===== src/rtl/pattern_detector_param.sv =====
// Serial MSB-first pattern detector with loadable pattern, overlap control and a
// saturating match counter. All outputs are registered (Moore).
module pattern_detector_param #(
  parameter int                   PAT_LEN     = 4,
  parameter logic [PAT_LEN-1:0]   DEFAULT_PAT = 4'b1011,
  parameter int                   CNT_W       = 8
) (
  input  logic               clk,
  input  logic               reset,
  input  logic               in,
  input  logic               en,
  input  logic               load,
  input  logic [PAT_LEN-1:0] pattern,
  input  logic               overlap,
  output logic               out,
  output logic [CNT_W-1:0]   match_count
);

  localparam int               FILL_W   = (PAT_LEN > 2) ? $clog2(PAT_LEN) : 1;
  localparam logic [FILL_W-1:0] FILL_MAX = FILL_W'(PAT_LEN - 1);

  logic [PAT_LEN-1:0] pat_q,  pat_d;
  logic [PAT_LEN-2:0] hist_q, hist_d;
  logic [FILL_W-1:0]  fill_q, fill_d;
  logic               out_q,  out_d;
  logic [CNT_W-1:0]   cnt_q,  cnt_d;

  logic [PAT_LEN-1:0] window;
  logic               accept;
  logic               match;

  function automatic logic [CNT_W-1:0] sat_inc(input logic [CNT_W-1:0] v);
    return (v == {CNT_W{1'b1}}) ? v : v + 1'b1;
  endfunction

  function automatic logic [FILL_W-1:0] fill_inc(input logic [FILL_W-1:0] v);
    return (v == FILL_MAX) ? v : v + 1'b1;
  endfunction

  // Oldest history bit lines up with pat_q MSB, the incoming bit with pat_q[0].
  assign window = {hist_q, in};
  assign accept = en & ~load;
  assign match  = accept && (fill_q == FILL_MAX) && (window == pat_q);

  always_comb begin
    pat_d  = pat_q;
    hist_d = hist_q;
    fill_d = fill_q;
    out_d  = 1'b0;
    cnt_d  = cnt_q;
    if (load) begin
      pat_d  = pattern;
      hist_d = '0;
      fill_d = '0;
      cnt_d  = '0;
    end else if (accept) begin
      hist_d = window[PAT_LEN-2:0];
      out_d  = match;
      if (match) begin
        cnt_d = sat_inc(cnt_q);
        // Non-overlapping mode forgets the matched window entirely.
        fill_d = overlap ? fill_q : '0;
      end else begin
        fill_d = fill_inc(fill_q);
      end
    end
  end

  always_ff @(posedge clk or negedge reset) begin
    if (!reset) begin
      pat_q  <= DEFAULT_PAT;
      hist_q <= '0;
      fill_q <= '0;
      out_q  <= 1'b0;
      cnt_q  <= '0;
    end else begin
      pat_q  <= pat_d;
      hist_q <= hist_d;
      fill_q <= fill_d;
      out_q  <= out_d;
      cnt_q  <= cnt_d;
    end
  end

  assign out         = out_q;
  assign match_count = cnt_q;

endmodule

===== config.mk =====
export PLATFORM = sky130hd
export DESIGN_NAME = pattern_detector_param
export DESIGN_NICKNAME = d
export VERILOG_FILES = /design/src/rtl/pattern_detector_param.sv
export SDC_FILE = /design/constraint.sdc
export NUM_CORES = 1
export LEC_CHECK = 0
export ABC_AREA = 0
export CAP_MARGIN = 20
export CORE_MARGIN = 3
export CORE_UTILIZATION = 56
export CTS_BUF_LIST = sky130_fd_sc_hd__clkbuf_2 sky130_fd_sc_hd__clkbuf_4 sky130_fd_sc_hd__clkbuf_8
export CTS_CLUSTER_SIZE = 40
export DETAILED_ROUTE_END_ITERATION = 10
export GPL_ROUTABILITY_DRIVEN = 1
export HOLD_SLACK_MARGIN = 0.12
export MAX_ROUTING_LAYER = met4
export PLACE_DENSITY = 0.93
export SYNTH_ARGS = -nofsm -noshare
export SYNTH_HDL_FRONTEND = slang
export SYNTH_SLANG_ARGS = --single-unit

===== constraint.sdc =====
create_clock -name clk -period 3.8 [get_ports clk]
set_input_delay 0.95 -clock clk [delete_from_list [all_inputs] [get_ports clk]]
set_output_delay 0.95 -clock clk [all_outputs]
set_load 0.1 [all_outputs]

# After elaboration in Yosys (flattened, before gate mapping)
# Cells that the tools add are included.
totals:
  register_bits: 18
  word_cells: 34
  in_bits: 10
  out_inout_bits: 9
classes:
  n_bitwise: 2
  addsub: 2
  mux: 13
  reduce_logical: 6
  n_eq_ne: 6
ops:
  columns: ["op", "count"]
  rows:
  - ["2-to-1 mux 8 bit", 4]
  - ["2-to-1 mux 2 bit", 5]
  - ["adder 8 x 1 -> 8 bit (second input constant)", 1]
  - ["== test 8 bit (second input constant)", 1]
  - ["2-to-1 mux 3 bit", 2]
  - ["!= test 3 bit (second input constant)", 2]
  - ["AND reduction 3 bit", 2]
  - ["== test 4 bit", 1]
  - ["nonzero test 2 bit", 2]
  - ["adder 2 x 1 -> 2 bit (second input constant)", 1]
  - ["== test 2 bit (second input constant)", 1]
  - ["logical AND 1 bit", 2]
  - ["2-to-1 mux 1 bit", 2]
  - ["!= test 2 bit (second input constant)", 1]
  - ["AND 1 bit", 1]
  - ["inverter 1 bit", 1]

# Logic depth before layout (Yosys ltp)
# Gate-level depths: netlist (run 1).
depth:
  depth_word: 7
  depth_mapped: 6
  mapped_depth_nobuf: 5

# Worst setup path before layout (run 1)
# OpenSTA, ideal clock, no wires.
synth_timing:
  path_type: "reg-to-reg"
  startpoint: "register cnt_q[0], in the netlist match_count[0]"
  endpoint: "register cnt_q[3], in the netlist match_count[3]"
  path_stages_with_launch: 7
  path_buffers: 1
  period_less_slack_ns: 2.183
  setup_ns: 0.078
  slack_ns: 1.617
  t_arrival_ns: 2.105
  t_required_ns: 3.722
  cell_sequence: "dfrtp_1 > ha_1 > nand4b_1 > o211ai_2 > buf_6 > or4_1 > a21oi_1"
synth_between:
  elab_chain_cells: 5
  elab_cells_between_ends: 8
  classes_between: "add/sub (1); eq/ne (2); mux (4); reduce/logical (1)"
synth_lines:
  columns: ["item", "line_no", "source"]
  rows:
  - ["from (decl)", "26", "logic [CNT_W-1:0] cnt_q, cnt_d;"]
  - ["from (signal assigned)", "81", "cnt_q <= cnt_d;"]
  - ["adder 8 x 1 -> 8 bit", "33", "return (v == {CNT_W{1'b1}}) ? v : v + 1'b1;"]
  - ["2-to-1 mux 8 bit", "33", null]
  - ["2-to-1 mux 8 bit", "59", "if (match) begin"]
  - ["2-to-1 mux 8 bit", "56", "end else if (accept) begin"]
  - ["2-to-1 mux 8 bit", "51", "if (load) begin"]
# Several ways; a longest one is shown, not always the timed one. The select of a mux whose other input is x is not followed.
# A chain may end at the register's enable or synchronous reset.

# Worst setup path in the final report (run 1)
layout_timing:
  startpoint: "register cnt_q[3], in the netlist match_count[3]"
  endpoint: "output port match_count[3]"
layout_rtl:
  columns: ["item", "line_no", "source"]
  rows:
  - ["to (decl)", "16", "output logic [CNT_W-1:0] match_count"]
# No word-level cell between the ends.

==> impl_metrics.toml, run 1 <==
[synthesis]
synthFlopType = "dfrtp_1"
synth.largest_area_cell = "dfrtp_1"
async_reset_ff_frac = 1.00
synth.ff_latch_count = 18
ys_seq_area_frac = 0.469
syn_area_sq_um = 968
synth_edf_count = 0
syn_inst = 91
yosys_warnings = 0
yosysUniqueCellTypes = 33
synth.area.top_cells = "dfrtp_1, dfstp_2, mux2_2"
synth_top_area_share = 0.388
syn-num-nets = 103
syn_area_per_cell_sq_um = 10.6

[cts]
clkLatencyLatePin_ns = 0.29
cts_resized = 0
cts_buffers = 3
hold_buffers = 0
clock_sinks = 18
cts_buffer_depth = 2
cts_root_buf = "clkbuf_4"
post_cts_buffers = 0
clkSlewWorstSetupHoldPaths_ns = 0.11
tritoncts = "done"
cts.htree.levels = 1

[min_path]
hp-start = "fill_q[1]$_DFFE_PN0P_"
hold_class = "reg2reg"
min_to = "fill_q[1]$_DFFE_PN0P_"
hold_path_depth = 2

[power]
p_switching_uw = 89.7
p_int_uw = 283
combPwrFrac = 0.127
power_uw = 373
power_frac_clock = 0.320
ir_drop_mv = 0.262
swShare = 0.240
seq_power_share = 0.553
powerDensity_nw_per_um2 = 317
p_leak_uw = 0.000464

[setup_path]
cp_num_buf_inv = 1
path_delay_family = "buffers and inverters"
r2r_cells = 4
crit_type = "reg2out"
slowest_delay_ns = 1.17
worstPathArrival_ns = 1.94
worstReg2RegEnd = "fill_q[1]$_DFFE_PN0P_"
path_cells = "clkdlybuf4s50_1"
r2r_slack_ns = 1.88
cp.depth = 1
r2r_start = "pat_q[3]$_DFFE_PN1P_"
cp-start-kind = "register"
path_max_fanout = 7
cp.required_ns = 2.85
slowest_stage = "clkdlybuf4s50_1"
end_kind = "output port"

[routing]
postRouteAntennaNets = 0
post_drt_wl_per_cell_um = 14.4
routed_wl_um = 1800
viasPerCell = 6.29
detailedRoute.firstIterationViolations = 7
route.vias.total = 786
dr.pass1.iters = 4
drc_errors = 0

[global_route]
busiest_layer = "met2"
grt-ovfl-total = 0
grt_start_max_net_pins = 22
use_met3 = 0.0301
use_met1 = 0.216
met2_usage = 0.334
antenna_found_initial = 0
grt_use_total = 0.195
grt_pass1_wl_um = 3040
grt_pass1_vias = 757

[job]
cap_violations = 0

[die]
initial_utilization = 0.621
pin_count = 19
core_area_sq_um = 1560
die_h_um = 47.6
die_area_sq_um = 2260
rows = 14
die_w_um = 47.6

[sta]
tightest_slew_ns = 0.967
finalCritPeriodShare = 0.760
clock_skew_ns = 0.00385
rsz0062_at_grt = "false"
setup_viol = 0
drv_slew = 0
fin_ws_ns = 0.912
period_minus_slack_ns = 2.89
setup_tns_ns = 0
max_clock_freq_mhz = 346
slew_headroom = 0.353
finalHoldViolCount = 0

[placed_design]
gp_congestion = 0.811
place_ws_ns = 0.976
io_buffers = 18
hpwl_um = 1370
place_area_sq_um = 1140

[layout]
seq_area_sq_um = 454
multi_input_area_sq_um = 477
antenna_cells = 0
syn_to_final_growth_pct = 21.7
final_area_sq_um = 1180
num-fill-cells = 104
nNetsFinal = 122
final_layout_size_suffix_gt1_frac = 0.156

[run_status]
status = "completed"
## sequential cells by signal, indices dropped and copies added, names as in the netlist
| register | count |
|---|---|
| fill_q | 2 |
| hist_q | 3 |
| match_count | 8 |
| out | 1 |
| pat_q | 4 |
## Yosys cell counts (all sizes together), types with 2 or more instances
cell / n
a21oi: 6
a311oi: 2
a31oi: 3
and2: 3
buf: 2
clkbuf: 3
dfrtp: 15
dfstp: 3
ha: 2
mux2: 5
mux2i: 4
nand2: 4
nand2b: 3
nand3: 4
nor2: 7
nor3: 3
o21ai: 2
o31ai: 2
o41ai: 2
or3: 2
or4: 2
xnor2: 4
## routing by layer
layer  share of wire  up-vias
met5               0        -
met4           0.016        0
met3           0.041        4
met2            0.54       23
met1            0.41      383
li1                -      376
## power by group through the flow
| stage | registers (uW) | clock network [uW] | logic [uW] |
|---|---|---|---|
| 6_report | 207 | 119 | 47.2 |
| 5_1_grt | 208 | 127 | 52.3 |
| 4_1_cts | 207 | 120 | 48.0 |
| 3_5_place_dp | 210 | 0 | 47.5 |
| 3_3_place_gp | 210 | 0 | 45.4 |
| 2_1_floorplan | 209 | 0 | 30.6 |
## per-stage QoR
stage	hold slack (ns)	util	cells
2_1_floorplan	0.507	-	91
3_3_place_gp	0.534	0.733	121
3_5_place_dp	0.552	0.733	121
4_1_cts	0.564	0.756	125
5_1_grt	0.611	0.756	125
6_report	0.560	0.756	125
## cell families (layout without fill, tap and decap cells)
| family | after synthesis | in the layout | share of synthesized area |
|---|---|---|---|
| AO/OA/AOI/OAI | 19 | 19 | 0.134 |
| XOR/XNOR | 4 | 4 | 0.0439 |
| adder cells (fa/ha/maj) | 2 | 2 | 0.0258 |
| buffers and inverters | 6 | 24 | 0.0388 |
| flip-flops | 18 | 18 | 0.469 |
| multiplexers | 9 | 9 | 0.0995 |
| AND/OR/NAND/NOR | 33 | 33 | 0.189 |
## placed cells by master (no fill, tap or decap), types with 2 or more instances in the layout
cell type and instances:
o31ai_1 2, a311oi_1 2, a31oi_1 3, nand3_1 4, or3_1 2, a21oi_1 6, clkbuf_4 3, o21ai_0 2
clkdlybuf4s50_1 18, mux2i_1 4, nor2_1 7, xnor2_1 3, dfrtp_1 15, nand2b_1 3, or4_1 2, dfstp_2 3
nor3_1 3, mux2_2 5, o41ai_1 2, nand2_1 4, ha_1 2
## final cells by class
cell class / instances / share of cell area
clock buffers: 4 / 0.0308
inverters: 1 / 0.00318
multi-input cells: 67 / 0.404
well taps: 16 / 0.0170
flip-flops and latches: 18 / 0.385
repair buffers: 19 / 0.159
## worst max path at each step
| stage | startpoint | endpoint |
|---|---|---|
| 6_report | match_count[3]$_DFFE_PN0P_ | match_count[3] |
| 5_1_grt | match_count[3]$_DFFE_PN0P_ | match_count[3] |
| 4_1_cts | match_count[3]$_DFFE_PN0P_ | match_count[3] |
| 3_5_place_dp | in | fill_q[1]$_DFFE_PN0P_ |
| 3_3_place_gp | in | fill_q[1]$_DFFE_PN0P_ |
| 2_1_floorplan | match_count[0]$_DFFE_PN0P_ | match_count[3]$_DFFE_PN0P_ |
(Power assumes the default switching activity.)
==> run 2, diff against run 1 <==
- CORE_UTILIZATION: 56 -> 52
- PLACE_DENSITY: 0.93 -> 0.87
- clock period: 3.8 -> 2.8 ns (I/O delays scaled with it)
==> run 2 against run 1 <==
- power increased by 36%
- first-iteration DRC count up 110%
- clock skew rose by 0.0048 ns
==> impl_metrics.toml, run 2 (synthesis gave the netlist of run 1 again) <==
[cts]
cts_root_buf = "clkbuf_4"
clkLatencyLatePin_ns = 0.29
clkSlewWorstSetupHoldPaths_ns = 0.11
cts.htree.levels = 1
post_cts_buffers = 0
cts_resized = 0
clock_sinks = 18
hold_buffers = 0
tritoncts = "done"
cts_buffers = 3
cts_buffer_depth = 2

[min_path]
min_to = "fill_q[1]$_DFFE_PN0P_"
hold_class = "reg2reg"
hp-start = "fill_q[1]$_DFFE_PN0P_"
hold_path_depth = 2

[layout]
final_layout_size_suffix_gt1_frac = 0.245
nNetsFinal = 123
syn_to_final_growth_pct = 21.2
final_common_cell = "dfrtp_1"
mostFrequentLayoutCells = "dfrtp_1, buf_4, clkdlybuf4s50_1"
largest_reg_flops = 8
final_area_sq_um = 1170
antenna_cells = 0
fin_util = 0.720

[die]
initial_utilization = 0.594
rows = 14
die_h_um = 49.2
pin_count = 19
die_w_um = 49.2
core_area_sq_um = 1630
die_area_sq_um = 2420

[sta]
max_clock_freq_mhz = 441
clock_skew_ns = 0.00868
setup_viol = 0
setup_tns_ns = 0
finalHoldViolCount = 0
tightest_slew_ns = 0.801
rsz0062_at_grt = "false"
drv_slew = 0
period_minus_slack_ns = 2.27
slew_headroom = 0.464
finalCritPeriodShare = 0.811

[placed_design]
gp_congestion = 0.918
hpwl_um = 1360
io_buffers = 18
place_area_sq_um = 1140

[setup_path]
worstPathArrival_ns = 2.50
r2r_cells = 4
path_max_fanout = 15
cp-start-kind = "input pin"
r2r_slack_ns = 0.89
cp.required_ns = 3.03
crit_type = "in2reg"
worstReg2RegEnd = "match_count[4]$_DFFE_PN0P_"
r2r_start = "pat_q[3]$_DFFE_PN1P_"
end_kind = "register"

[power]
p_leak_uw = 0.000488
powerDensity_nw_per_um2 = 432
ir_drop_mv = 0.284

[global_route]
grt_pass1_wl_um = 3170
grt_pass1_vias = 755
antenna_found_initial = 0
grt_start_max_net_pins = 21
grt-ovfl-total = 0
grt_use_total = 0.171

[routing]
route.vias.total = 783
detailedRoute.firstIterationViolations = 15
drc_errors = 0
dr.pass1.iters = 4
postRouteAntennaNets = 0
viasPerCell = 5.84
post_drt_wl_per_cell_um = 14.2
routed_wl_um = 1910

[job]
cap_violations = 0

[run_status]
status = "completed"
run 2: cell count changes in the layout (fill, tap and decap cells not counted):
cell / change
buf_4: +10
clkdlybuf4s50_1: -9
run 2: worst max-delay path by stage:
stage                                           from                         end  slack, ns  cells after the start
after CTS                                         in       fill_q[1]$_DFFE_PN0P_       0.53                      5
final                                             in  match_count[4]$_DFFE_PN0P_       0.53                      5
after global routing                              in       fill_q[1]$_DFFE_PN0P_       0.35                      5
after global placement                            in  match_count[3]$_DFFE_PN0P_       0.30                      5
after floorplan           match_count[0]$_DFFE_PN0P_  match_count[3]$_DFFE_PN0P_       0.62                      6
after detailed placement                          in       fill_q[1]$_DFFE_PN0P_       0.23                      5
run 2: worst max-delay path, cell delays in order:
cell and delay (ns):
clkdlybuf4s50_1 0.50, xnor2_1 0.14, nand3_1 0.38, or4_1 0.62, a21oi_1 0.16
run 2: through the flow:
stage	setup WS, ns	instances	hold slack, ns	total power, uW
6_report	0.530	134	0.563	507
5_1_grt	0.348	134	0.597	531
4_1_cts	0.529	134	0.565	513
3_5_place_dp	0.226	130	0.547	352
3_3_place_gp	0.301	130	0.527	349
2_1_floorplan	0.617	91	0.404	326
run 2: final cells by class:
class / instances / area [sq um]
flip-flops and latches: 18 / 454
fillers: 126 / 455
well taps: 24 / 30.0
multi-input cells: 67 / 477
inverters: 1 / 3.75
clock buffers: 4 / 36.3
repair buffers: 20 / 173
run 2: report_power, final:
part           leakage [uW]  internal (uW)  switching, uW
clock             0.0000210           79.2           80.6
combinational      0.000230           33.4           32.6
sequential         0.000236            273           8.29
run 2: per-layer routing:
metal  wire length (um)  track usage
met5                  0            -
met4                 24        0.118
met3                 92       0.0428
met2                908        0.257
met1                883        0.199
